[src/rtl/stage_classifier_seq.sv]
// ---------------------------------------------------------------------------
// stage_classifier_seq
//
// Evaluates one cascade stage of a Haar-style classifier over an integral
// image window. The block runs through the stage's weak classifiers one at a
// time:
//   - it fetches the classifier's 18 parameter bytes from ROM,
//   - reads the twelve integral-image corners named by those bytes,
//   - forms the weighted feature from three rectangle sums,
//   - adds the left or right vote to a saturating stage accumulator.
// After the last classifier it reads the stage threshold byte. The verdict is
// accumulator >= threshold.
//
// Ports
//   clk_fpga          : sole clock, rising edge
//   reset             : synchronous, active-high
//   i_start           : one-cycle start request, honoured only when idle
//   i_num_classifiers : classifier count for the stage (captured at start)
//   i_rom_base        : ROM byte address of the first classifier (captured)
//   o_rom_addr        : ROM read address, data returns one cycle later
//   i_rom_data        : ROM read data
//   o_ii_addr         : integral-image read address, data one cycle later
//   i_ii_data         : unsigned integral-image word
//   o_busy            : high from start acceptance through the o_done cycle
//   o_done            : one-cycle result-valid pulse
//   o_iscandidate     : stage verdict, held until the next accepted start
// ---------------------------------------------------------------------------
module stage_classifier_seq #(
    parameter int DATA_WIDTH_8             = 8,
    parameter int II_WIDTH                 = 16,
    parameter int INTEGRAL_WIDTH           = 24,
    parameter int INTEGRAL_HEIGHT          = 10,
    parameter int NUM_PARAM_PER_CLASSIFIER = 18,
    parameter int MAX_CLASSIFIERS          = 255,
    parameter int ACC_WIDTH                = 16
) (
    input  logic                    clk_fpga,
    input  logic                    reset,
    input  logic                    i_start,
    input  logic [7:0]              i_num_classifiers,
    input  logic [15:0]             i_rom_base,
    output logic [15:0]             o_rom_addr,
    input  logic [DATA_WIDTH_8-1:0] i_rom_data,
    output logic [7:0]              o_ii_addr,
    input  logic [II_WIDTH-1:0]     i_ii_data,
    output logic                    o_busy,
    output logic                    o_done,
    output logic                    o_iscandidate
);

    localparam int NP     = NUM_PARAM_PER_CLASSIFIER;
    localparam int IDX_W  = $clog2(NP);
    localparam int STEP_W = 5;
    localparam int RECT_W = II_WIDTH + 2;
    localparam int PROD_W = RECT_W + DATA_WIDTH_8;
    localparam int FEAT_W = PROD_W + 2;
    localparam int WINDOW = INTEGRAL_WIDTH * INTEGRAL_HEIGHT;

    localparam logic signed [ACC_WIDTH-1:0] ACC_MAX = {1'b0, {(ACC_WIDTH-1){1'b1}}};
    localparam logic signed [ACC_WIDTH-1:0] ACC_MIN = {1'b1, {(ACC_WIDTH-1){1'b0}}};

    typedef enum logic [2:0] {
        IDLE,
        PARAM,
        RECT,
        EVAL,
        THRESH,
        DONE
    } state_t;

    state_t                          state_q, state_d;
    logic [STEP_W-1:0]               step_q, step_d;
    logic [7:0]                      cls_q, cls_d;
    logic [7:0]                      count_q, count_d;
    logic [15:0]                     rom_addr_q, rom_addr_d;
    logic [7:0]                      ii_addr_q, ii_addr_d;
    logic signed [ACC_WIDTH-1:0]     acc_q, acc_d;
    logic [DATA_WIDTH_8-1:0]         stage_thr_q, stage_thr_d;
    logic                            busy_q, busy_d;
    logic                            done_q, done_d;
    logic                            cand_q, cand_d;
    logic [DATA_WIDTH_8-1:0]         param_q [NP];
    logic [DATA_WIDTH_8-1:0]         param_d [NP];
    logic [II_WIDTH-1:0]             rect_q [12];
    logic [II_WIDTH-1:0]             rect_d [12];

    logic signed [FEAT_W-1:0]        feature;
    logic signed [FEAT_W-1:0]        clf_thr;
    logic [DATA_WIDTH_8-1:0]         sel_val;
    logic signed [ACC_WIDTH:0]       acc_sum;
    logic signed [ACC_WIDTH-1:0]     acc_next;
    logic [7:0]                      count_clamped;

    // Rectangle corner r (0..11) lives at byte r + r/4: every fifth byte of
    // the layout is a weight, not a corner index.
    function automatic logic [IDX_W-1:0] rect_byte(input logic [STEP_W-1:0] r);
        return IDX_W'(r + (r >> 2));
    endfunction

    // Keep integral-image reads inside the window even if a ROM byte is bad.
    function automatic logic [7:0] window_index(input logic [DATA_WIDTH_8-1:0] b);
        if (32'(b) >= 32'(WINDOW)) begin
            return 8'(WINDOW - 1);
        end
        return 8'(b);
    endfunction

    // A - B - C + D over unsigned corners; two extra bits cover the range.
    function automatic logic signed [RECT_W-1:0] rect_sum(
        input logic [II_WIDTH-1:0] a,
        input logic [II_WIDTH-1:0] b,
        input logic [II_WIDTH-1:0] c,
        input logic [II_WIDTH-1:0] d
    );
        return $signed({2'b00, a}) - $signed({2'b00, b})
             - $signed({2'b00, c}) + $signed({2'b00, d});
    endfunction

    // Signed weight times rectangle sum, widened so three terms never overflow.
    function automatic logic signed [FEAT_W-1:0] weighted(
        input logic [DATA_WIDTH_8-1:0]  w,
        input logic signed [RECT_W-1:0] s
    );
        logic signed [PROD_W-1:0] wx;
        logic signed [PROD_W-1:0] sx;
        logic signed [PROD_W-1:0] p;
        wx = {{(PROD_W-DATA_WIDTH_8){w[DATA_WIDTH_8-1]}}, w};
        sx = {{DATA_WIDTH_8{s[RECT_W-1]}}, s};
        p  = wx * sx;
        return {{2{p[PROD_W-1]}}, p};
    endfunction

    assign count_clamped = (32'(i_num_classifiers) > 32'(MAX_CLASSIFIERS))
                         ? 8'(MAX_CLASSIFIERS) : i_num_classifiers;

    // Weak-classifier datapath. It is only consumed in EVAL, when every
    // parameter byte and corner value for the current classifier is captured.
    // The vote is added with one guard bit. A disagreement between the top
    // two bits of the sum means it left the accumulator range, so it pins to
    // the matching rail instead of wrapping.
    always_comb begin
        feature = weighted(param_q[4],
                           rect_sum(rect_q[0], rect_q[1], rect_q[2], rect_q[3]))
                + weighted(param_q[9],
                           rect_sum(rect_q[4], rect_q[5], rect_q[6], rect_q[7]))
                + weighted(param_q[14],
                           rect_sum(rect_q[8], rect_q[9], rect_q[10], rect_q[11]));
        clf_thr = {{(FEAT_W-DATA_WIDTH_8){param_q[15][DATA_WIDTH_8-1]}}, param_q[15]};
        sel_val = (feature < clf_thr) ? param_q[16] : param_q[17];
        acc_sum = $signed({acc_q[ACC_WIDTH-1], acc_q})
                + $signed({{(ACC_WIDTH+1-DATA_WIDTH_8){sel_val[DATA_WIDTH_8-1]}}, sel_val});
        if (acc_sum[ACC_WIDTH] != acc_sum[ACC_WIDTH-1]) begin
            acc_next = acc_sum[ACC_WIDTH] ? ACC_MIN : ACC_MAX;
        end else begin
            acc_next = acc_sum[ACC_WIDTH-1:0];
        end
    end

    // Sequencer next-state logic.
    //
    // step_q counts cycles inside a state. In PARAM, step j shows address j
    // and captures the byte requested one cycle earlier. Step 18 therefore
    // only captures. RECT works the same way over the twelve corners.
    //
    // rom_addr is never reloaded from base after start. It walks forward one
    // byte at a time, so the increment after EVAL lands on the next
    // classifier or on the stage-threshold byte.
    always_comb begin
        state_d     = state_q;
        step_d      = step_q;
        cls_d       = cls_q;
        count_d     = count_q;
        rom_addr_d  = rom_addr_q;
        ii_addr_d   = ii_addr_q;
        acc_d       = acc_q;
        stage_thr_d = stage_thr_q;
        busy_d      = busy_q;
        done_d      = 1'b0;
        cand_d      = cand_q;
        param_d     = param_q;
        rect_d      = rect_q;

        case (state_q)
            IDLE: begin
                // busy_q is still high here only during the o_done cycle.
                if (busy_q) begin
                    busy_d = 1'b0;
                end else if (i_start) begin
                    busy_d     = 1'b1;
                    acc_d      = '0;
                    cand_d     = 1'b0;
                    count_d    = count_clamped;
                    cls_d      = '0;
                    step_d     = '0;
                    rom_addr_d = i_rom_base;
                    state_d    = (count_clamped == 8'd0) ? THRESH : PARAM;
                end
            end

            PARAM: begin
                if (step_q != '0) begin
                    param_d[IDX_W'(step_q - 1'b1)] = i_rom_data;
                end
                if (step_q < STEP_W'(NP - 1)) begin
                    rom_addr_d = rom_addr_q + 16'd1;
                end
                if (step_q == STEP_W'(NP)) begin
                    step_d    = '0;
                    ii_addr_d = window_index(param_q[0]);
                    state_d   = RECT;
                end else begin
                    step_d = step_q + 1'b1;
                end
            end

            RECT: begin
                if (step_q != '0) begin
                    rect_d[4'(step_q - 1'b1)] = i_ii_data;
                end
                if (step_q < STEP_W'(11)) begin
                    ii_addr_d = window_index(param_q[rect_byte(step_q + 1'b1)]);
                end
                if (step_q == STEP_W'(12)) begin
                    step_d  = '0;
                    state_d = EVAL;
                end else begin
                    step_d = step_q + 1'b1;
                end
            end

            EVAL: begin
                acc_d      = acc_next;
                rom_addr_d = rom_addr_q + 16'd1;
                step_d     = '0;
                if (({1'b0, cls_q} + 9'd1) < {1'b0, count_q}) begin
                    cls_d   = cls_q + 8'd1;
                    state_d = PARAM;
                end else begin
                    state_d = THRESH;
                end
            end

            THRESH: begin
                if (step_q == '0) begin
                    step_d = step_q + 1'b1;
                end else begin
                    stage_thr_d = i_rom_data;
                    step_d      = '0;
                    state_d     = DONE;
                end
            end

            DONE: begin
                cand_d  = (acc_q >= $signed({{(ACC_WIDTH-DATA_WIDTH_8){stage_thr_q[DATA_WIDTH_8-1]}},
                                             stage_thr_q}));
                done_d  = 1'b1;
                state_d = IDLE;
            end

            default: begin
                state_d = IDLE;
            end
        endcase
    end

    // Control and result registers.
    // Reset returns to IDLE with all outputs low. A stage that is in flight
    // is abandoned without a done pulse.
    always_ff @(posedge clk_fpga) begin
        if (reset) begin
            state_q     <= IDLE;
            step_q      <= '0;
            cls_q       <= '0;
            count_q     <= '0;
            rom_addr_q  <= '0;
            ii_addr_q   <= '0;
            acc_q       <= '0;
            stage_thr_q <= '0;
            busy_q      <= 1'b0;
            done_q      <= 1'b0;
            cand_q      <= 1'b0;
        end else begin
            state_q     <= state_d;
            step_q      <= step_d;
            cls_q       <= cls_d;
            count_q     <= count_d;
            rom_addr_q  <= rom_addr_d;
            ii_addr_q   <= ii_addr_d;
            acc_q       <= acc_d;
            stage_thr_q <= stage_thr_d;
            busy_q      <= busy_d;
            done_q      <= done_d;
            cand_q      <= cand_d;
        end
    end

    // Parameter and corner capture buffers. They are always overwritten
    // before use within a classifier, so they need no reset.
    always_ff @(posedge clk_fpga) begin
        param_q <= param_d;
        rect_q  <= rect_d;
    end

    assign o_rom_addr    = rom_addr_q;
    assign o_ii_addr     = ii_addr_q;
    assign o_busy        = busy_q;
    assign o_done        = done_q;
    assign o_iscandidate = cand_q;

endmodule

[config.mk]
export PLATFORM = sky130hd
export DESIGN_NAME = stage_classifier_seq
export DESIGN_NICKNAME = d
export VERILOG_FILES = /design/src/rtl/stage_classifier_seq.sv
export SDC_FILE = /design/constraint.sdc
export NUM_CORES = 2
export LEC_CHECK = 0
export CAP_MARGIN = 20
export CELL_PAD_IN_SITES_DETAIL_PLACEMENT = 1
export CELL_PAD_IN_SITES_GLOBAL_PLACEMENT = 1
export CORE_UTILIZATION = 30
export DETAILED_ROUTE_END_ITERATION = 10
export PLACE_DENSITY_LB_ADDON = 0.1
export SYNTH_ARGS = -nofsm -noshare
export SYNTH_HDL_FRONTEND = slang
export SYNTH_SLANG_ARGS = --single-unit
[constraint.sdc]
create_clock -name clk_fpga -period 31.7 [get_ports clk_fpga]
set_input_delay 7.925 -clock clk_fpga [delete_from_list [all_inputs] [get_ports clk_fpga]]
set_output_delay 7.925 -clock clk_fpga [all_outputs]
set_load 0.03 [all_outputs]
* After elaboration in Yosys (flattened, before gate mapping)
Cells that the tools add are included.
** Word-level totals
- Latch bits :: 0
- Bits in writable memories :: 0
- Flip-flop bits (word level) :: 411
- Output and inout bits :: 27
- Memory bits (read-only) :: 0
- Memories kept :: 0
- Logic and storage cells :: 173
** Operators by class
- Divide/modulo/power cells :: 0
- Muxes and demuxes :: 56
- Eq/ne operators :: 16
- $mul :: 3
- Bitwise operators :: 5
- Magnitude comparators :: 12
- Shift-type cells :: 0
- Add/subtract/negate cells :: 18
- Reductions and logical operators :: 22
** Operators by type and width (count)
- $bwmux W192 :: 1
- $bwmux W144 :: 1
- $mux W16 :: 8
- $mux W8 :: 13
- $mul A8 B18 Y26 :: 3
- $demux W16 S4 :: 1
- $add A18 B17 Y18 :: 3
- $sub A17 B17 Y18 :: 3
- $sub A16 B16 Y17 :: 3
- $pmux W16 S3 :: 1
- $bmux W8 S5 :: 1
- $demux W8 S5 :: 1
- $pmux W16 S2 :: 1
- $pmux W8 S2 :: 2
- $add A27 B26 Y28 :: 1
- $lt A28 B8 Y1 :: 1
- $add A26 B26 Y27 :: 1
- $mux W5 :: 5
- $pmux W5 S5 :: 1
- $mux W3 :: 7
- $add A16 B8 Y17 :: 1
- $add A16 B1 Y16 const B :: 1
- $ge A16 B8 Y1 :: 1
- $ge A8 B8 Y1 const B :: 2
- 36 further kinds :: 69

* Logic depth before layout (Yosys ltp)
- Depth in word-level cells :: 13
- Gate-level depth with buffers :: 63
- Gate-level depth less buffers :: 62

* Worst setup path before layout
Ideal clock, no wire load.
- Kind :: register to register
- Start :: register rect_q[48] in the netlist's numbering
- End :: register acc_q[10]
- Cell stages (with the launch flop) :: 60
- Arrival :: 14073 ps
- Path slack :: 17499 ps
- Library setup time :: 128 ps
- Required time :: 31572 ps
- Period minus slack after synthesis :: 14201 ps
- Path through :: edfxtp_1 inv_1 ha_1 inv_1 fa_1 a21o_1 a21oi_1 o21bai_1 o31a_1 a41o_1 o41a_1 xnor2_1 fa_1 inv_1 ha_1 or2_2 a21oi_1 a31oi_1 (+24 left out) or3_1 nor4_1 o41ai_1 nand4_1 o32ai_2 mux2_2 ha_1 inv_1 fa_1 nand3b_1 a31oi_1 a2111oi_0 o21ai_0 a211oi_1 mux2i_1 o21ai_0 clkbuf_1 o21ai_0
** On the way
- Word-level cells in the longest chain between the ends :: 11
- Elaborated cells on any way between the ends :: 12
- Those cells by class :: add/sub (5); mul (1); order compare (1); eq/ne (1); mux (4)
** RTL lines
- start: declaration :: line 84 : logic [II_WIDTH-1:0] rect_q [12];
- start signal: assignment :: line 301 : rect_q <= rect_d;
- $sub A16 B16 Y17 * :: line 115 : return $signed({2'b00, a}) - $signed({2'b00, b})
- $sub A17 B17 Y18 * :: line 116 : - $signed({2'b00, c}) + $signed({2'b00, d});
- $add A18 B17 Y18 * :: line 116
- $mul A8 B18 Y26 * :: line 129 : p = wx * sx;
- $add A27 B26 Y28 * :: line 146 : + weighted(param_q[14],
- $lt A28 B8 Y1 * :: line 149 : sel_val = (feature < clf_thr) ? param_q[16] : param_q[17];
- $mux W8 * :: line 149
- $add A16 B8 Y17 * :: line 151 : + $signed({{(ACC_WIDTH+1-DATA_WIDTH_8){sel_val[DATA_WIDTH_8-1]}}, sel_val});
- $mux W16 / $ne A1 B1 Y1 (equally long branches) :: line 153, 152
- $mux W16 * :: line 152 : if (acc_sum[ACC_WIDTH] != acc_sum[ACC_WIDTH-1]) begin
- $pmux W16 S2 * :: line 183 : case (state_q)
- end signal: assignment :: line 277 : acc_q <= '0;
- end signal: assignment :: line 289 : acc_q <= acc_d;
- end: declaration :: line 77 : logic signed [ACC_WIDTH-1:0] acc_q, acc_d;
Every way passes the cells marked *; elsewhere a longest branch is shown, timed or not.
A chain may end at the register's enable or synchronous reset.

* Worst setup path after layout
- Start :: register rect_q[50] in the netlist's numbering
- End :: register acc_q[7]
Same word-level chain as after synthesis.

==> impl_results.md <==
- Status: finished, final reports clean
- Cells after Synth: ~3,800
- Clock latency on the worst-skew pair: just over 600 ps
- Setup CP Type: flip-flop to flip-flop
- Reg2Reg Depth: 58
- Clock Path Buffers: 3
- Wire per inst: 20.43 um
- LEAKAGE: 19.10 nW
- Core outline area: about 130,000 um2
- Port bufs: 77
- DP Worst Slack: roughly 15,000 ps
- DR vias/cell: between 4 and 5
- Syn nets: 4,627
- #FFs+latches synth: ~400
- Post-synth ARST share: 0
- Final setup vio count: 0
- R2r setup slk: 15,520 ps
- Layout cell share with drive strength beyond 1: 0.05703
- 1st-pass router iterations: 7
- Total GRT Usage: 0.1825
- Setup TNS: 0 ps
- DIE AREA: 131,600 um2
- Synth Flop Type: edfxtp_1
- Fin crit period: 16,180 ps
- Root buffer cell: clkbuf_16
- Total Power: roughly 1.4 mW
- Worst Tran Pin Value: between 1000 and 1500 ps
- Detail Route Antenna Nets: 0
- Syn Std Cell Area: approximately 39,000 um2
- Post-CTS Setup Bufs: 0
- Clk sinks: just over 400
- Area contributors post-synth: fa_1, edfxtp_1, ha_1, inv_1, dfxtp_1
- Critical Path Fanout Max: 10
- RR Startpoint: rect_q[50]$_DFFE_PP_
- Nets@finish: about 4,700
- Worst Setup End Kind: flip-flop
- Maximum clock rate: roughly 0.062 GHz
- Most instantiated cells after synthesis: inv_1, fa_1, nand2_1, edfxtp_1, ha_1
- Post-synth top area share: 0.2600
- Total gr overflow: 0
- Antenna violations before repair: 7
- Skew final: roughly 17 ps
- Crit path launch: rect_q[50]$_DFFE_PP_
- CTS resizes: 0
- Pin count of the biggest net entering global routing: 58
- DR vias: ~27,000
- P&R area growth vs syn: 12.63%
- Die H: roughly 360 um
- Synth area leader: fa_1
- Crit share post-route: 0.5104
- Synth warn: 0
- PD cells: 31.78 nW/um2
- Htree depth: 2
- CP Data Arrival Time: 16,700 ps
- CTS Buf Count: 50
- Crit path capture: acc_q[7]$_SDFFE_PP0P_
- Worst vdd ir: 0.03519 mV
- Hold depth: 2
- Synth unique cells: a little over 80
- Hold slack: 453.4 ps
- CP Launch Type: flip-flop
- Num rows: between 100 and 150
- RSZ-0062 raised after global routing: no
- Register area share after synthesis: 0.2970
- CTS tree: built
- CP max-delay cell: xor2_1
- Slew Limit Fails: 0
- Number of synthesized flops with an enable pin: 336
- Fin. Hold Viols: 0
- First-pass GRT wire length: approximately 180,000 um
- Most used cell, CP: fa_1
- Die extent in x: between 300 and 400 um
- Max_cap viols: 0
- Slew HR: 0.2245
- CTS Hold Bufs: 0
- Total wire length: between 100,000 and 150,000 um
- Initial Utilization: 0.3041
- Slowest stage delay, CP: roughly 900 ps
- Most used standard cell by instance count after synthesis: inv_1
- Syn_area_per_cell: roughly 10 um2
- Reg-to-reg endpoint: acc_q[7]$_SDFFE_PP0P_
- Worst-path clk slew: 60 ps
- Worst min path class: flip-flop to flip-flop
- Worst setup margin: between 15,000 and 20,000 ps
- Required time worst endpoint: between 30,000 and 40,000 ps
- First DRT Iteration DRCs: 1,105
- # DRC: 0
- DP Wirelength: 92,620 um
- I/O pins: 78
- RePlAce Congestion: approximately 0.77
- Vias in the first global route: roughly 30,000
==> registers in the layout, summed over array words and instances (netlist names), 8 cells and up <==
register,cells
acc_q,16
count_q,8
clf_thr,8
o_ii_addr,8
rect_q,192
stage_thr_q,8
param_q,136
cls_q,8
o_rom_addr,16
==> placed cells by master (no fill, tap or decap), types with 11 or more instances in the layout <==
cell type	n
a211oi_1	26
a21o_1	51
a21oi_1	154
a22oi_1	11
a31oi_1	17
and2_1	216
and3_1	23
buf_4	78
clkbuf_16	50
clkdlybuf4s50_1	76
clkinv_1	12
dfxtp_1	75
edfxtp_1	336
fa_1	507
ha_1	273
inv_1	715
mux2_2	13
mux2i_1	47
mux4_2	15
nand2_1	346
nand2b_1	60
nand3_1	52
nand4_1	14
nor2_1	191
nor2b_1	26
nor3_1	48
nor4_1	11
o211ai_1	12
o21a_1	22
o21ai_0	106
o21bai_1	17
or2_2	13
or3_1	12
xnor2_1	83
xor2_1	41
==> cell type report <==
type                    count  area (um2)
repair buffers            158        1379
inverters                 718        2695
well taps                1729        2163
diodes                      1       2.502
multi-input cells        2565       24420
clock inverters            35       431.7
fillers                 14440       84380
flip-flops and latches    411       11590
clock buffers              58        1281
==> how the worst min path moves through the flow <==
stage	from	to	slack [ps]
6_report	count_q[0]$_SDFFE_PP0P_	count_q[0]$_SDFFE_PP0P_	450
5_1_grt	count_q[7]$_SDFFE_PP0P_	count_q[7]$_SDFFE_PP0P_	480
4_1_cts	count_q[0]$_SDFFE_PP0P_	count_q[0]$_SDFFE_PP0P_	460
3_5_place_dp	count_q[0]$_SDFFE_PP0P_	count_q[0]$_SDFFE_PP0P_	450
3_3_place_gp	count_q[0]$_SDFFE_PP0P_	count_q[0]$_SDFFE_PP0P_	450
2_1_floorplan	count_q[0]$_SDFFE_PP0P_	count_q[0]$_SDFFE_PP0P_	430
==> metrics by stage <==
step / util / cells / instance area [um2]
after floorplan: - / 3796 / 39030
after global placement: 0.3289 / 5577 / 42210
after detailed placement: 0.3292 / 5580 / 42240
after CTS: 0.3425 / 5673 / 43960
after global routing: 0.3425 / 5674 / 43960
final: 0.3426 / 5675 / 43960
==> per-layer routing <==
layer / vias to the layer above / track usage / routed length, um
li1: 12610 / - / -
met1: 13890 / 0.2536 / 55870
met2: 270 / 0.3148 / 56140
met3: 96 / 0.01299 / 2396
met4: 0 / 0.02912 / 1556
met5: - / 0 / 0
==> worst max-delay path, delay by kind of cell, from the launching register on <==
| family | cells | cell delay (ps) |
|---|---|---|
| multiplexers | 1 | 240 |
| AO/OA/AOI/OAI | 21 | 5050 |
| XOR/XNOR | 1 | 900 |
| flip-flops | 1 | 370 |
| AND/OR/NAND/NOR | 12 | 2930 |
| buffers and inverters | 9 | 910 |
| adder cells (fa/ha/maj) | 14 | 5700 |
==> power by group <==
part | total [mW] | internal [mW] | switching [mW] | leakage (nW)
Sequential | 0.598 | 0.590 | 0.00798 | 3.63
Clock | 0.608 | 0.364 | 0.244 | 0.815
Combinational | 0.191 | 0.0707 | 0.120 | 14.7
Total | 1.40 | 1.02 | 0.372 | 19.1
==> logic make-up (layout without fill, tap and decap cells) <==
logic type	after synthesis	after routing	share of synthesized area
AND/OR/NAND/NOR	1040	1040	0.1305
buffers and inverters	820	969	0.07953
adder cells (fa/ha/maj)	780	780	0.3475
AO/OA/AOI/OAI	535	535	0.08956
flip-flops	411	411	0.2970
XOR/XNOR	135	135	0.03145
multiplexers	75	75	0.02446
other	0	1	0
Power figures use the tool's default switching activity.
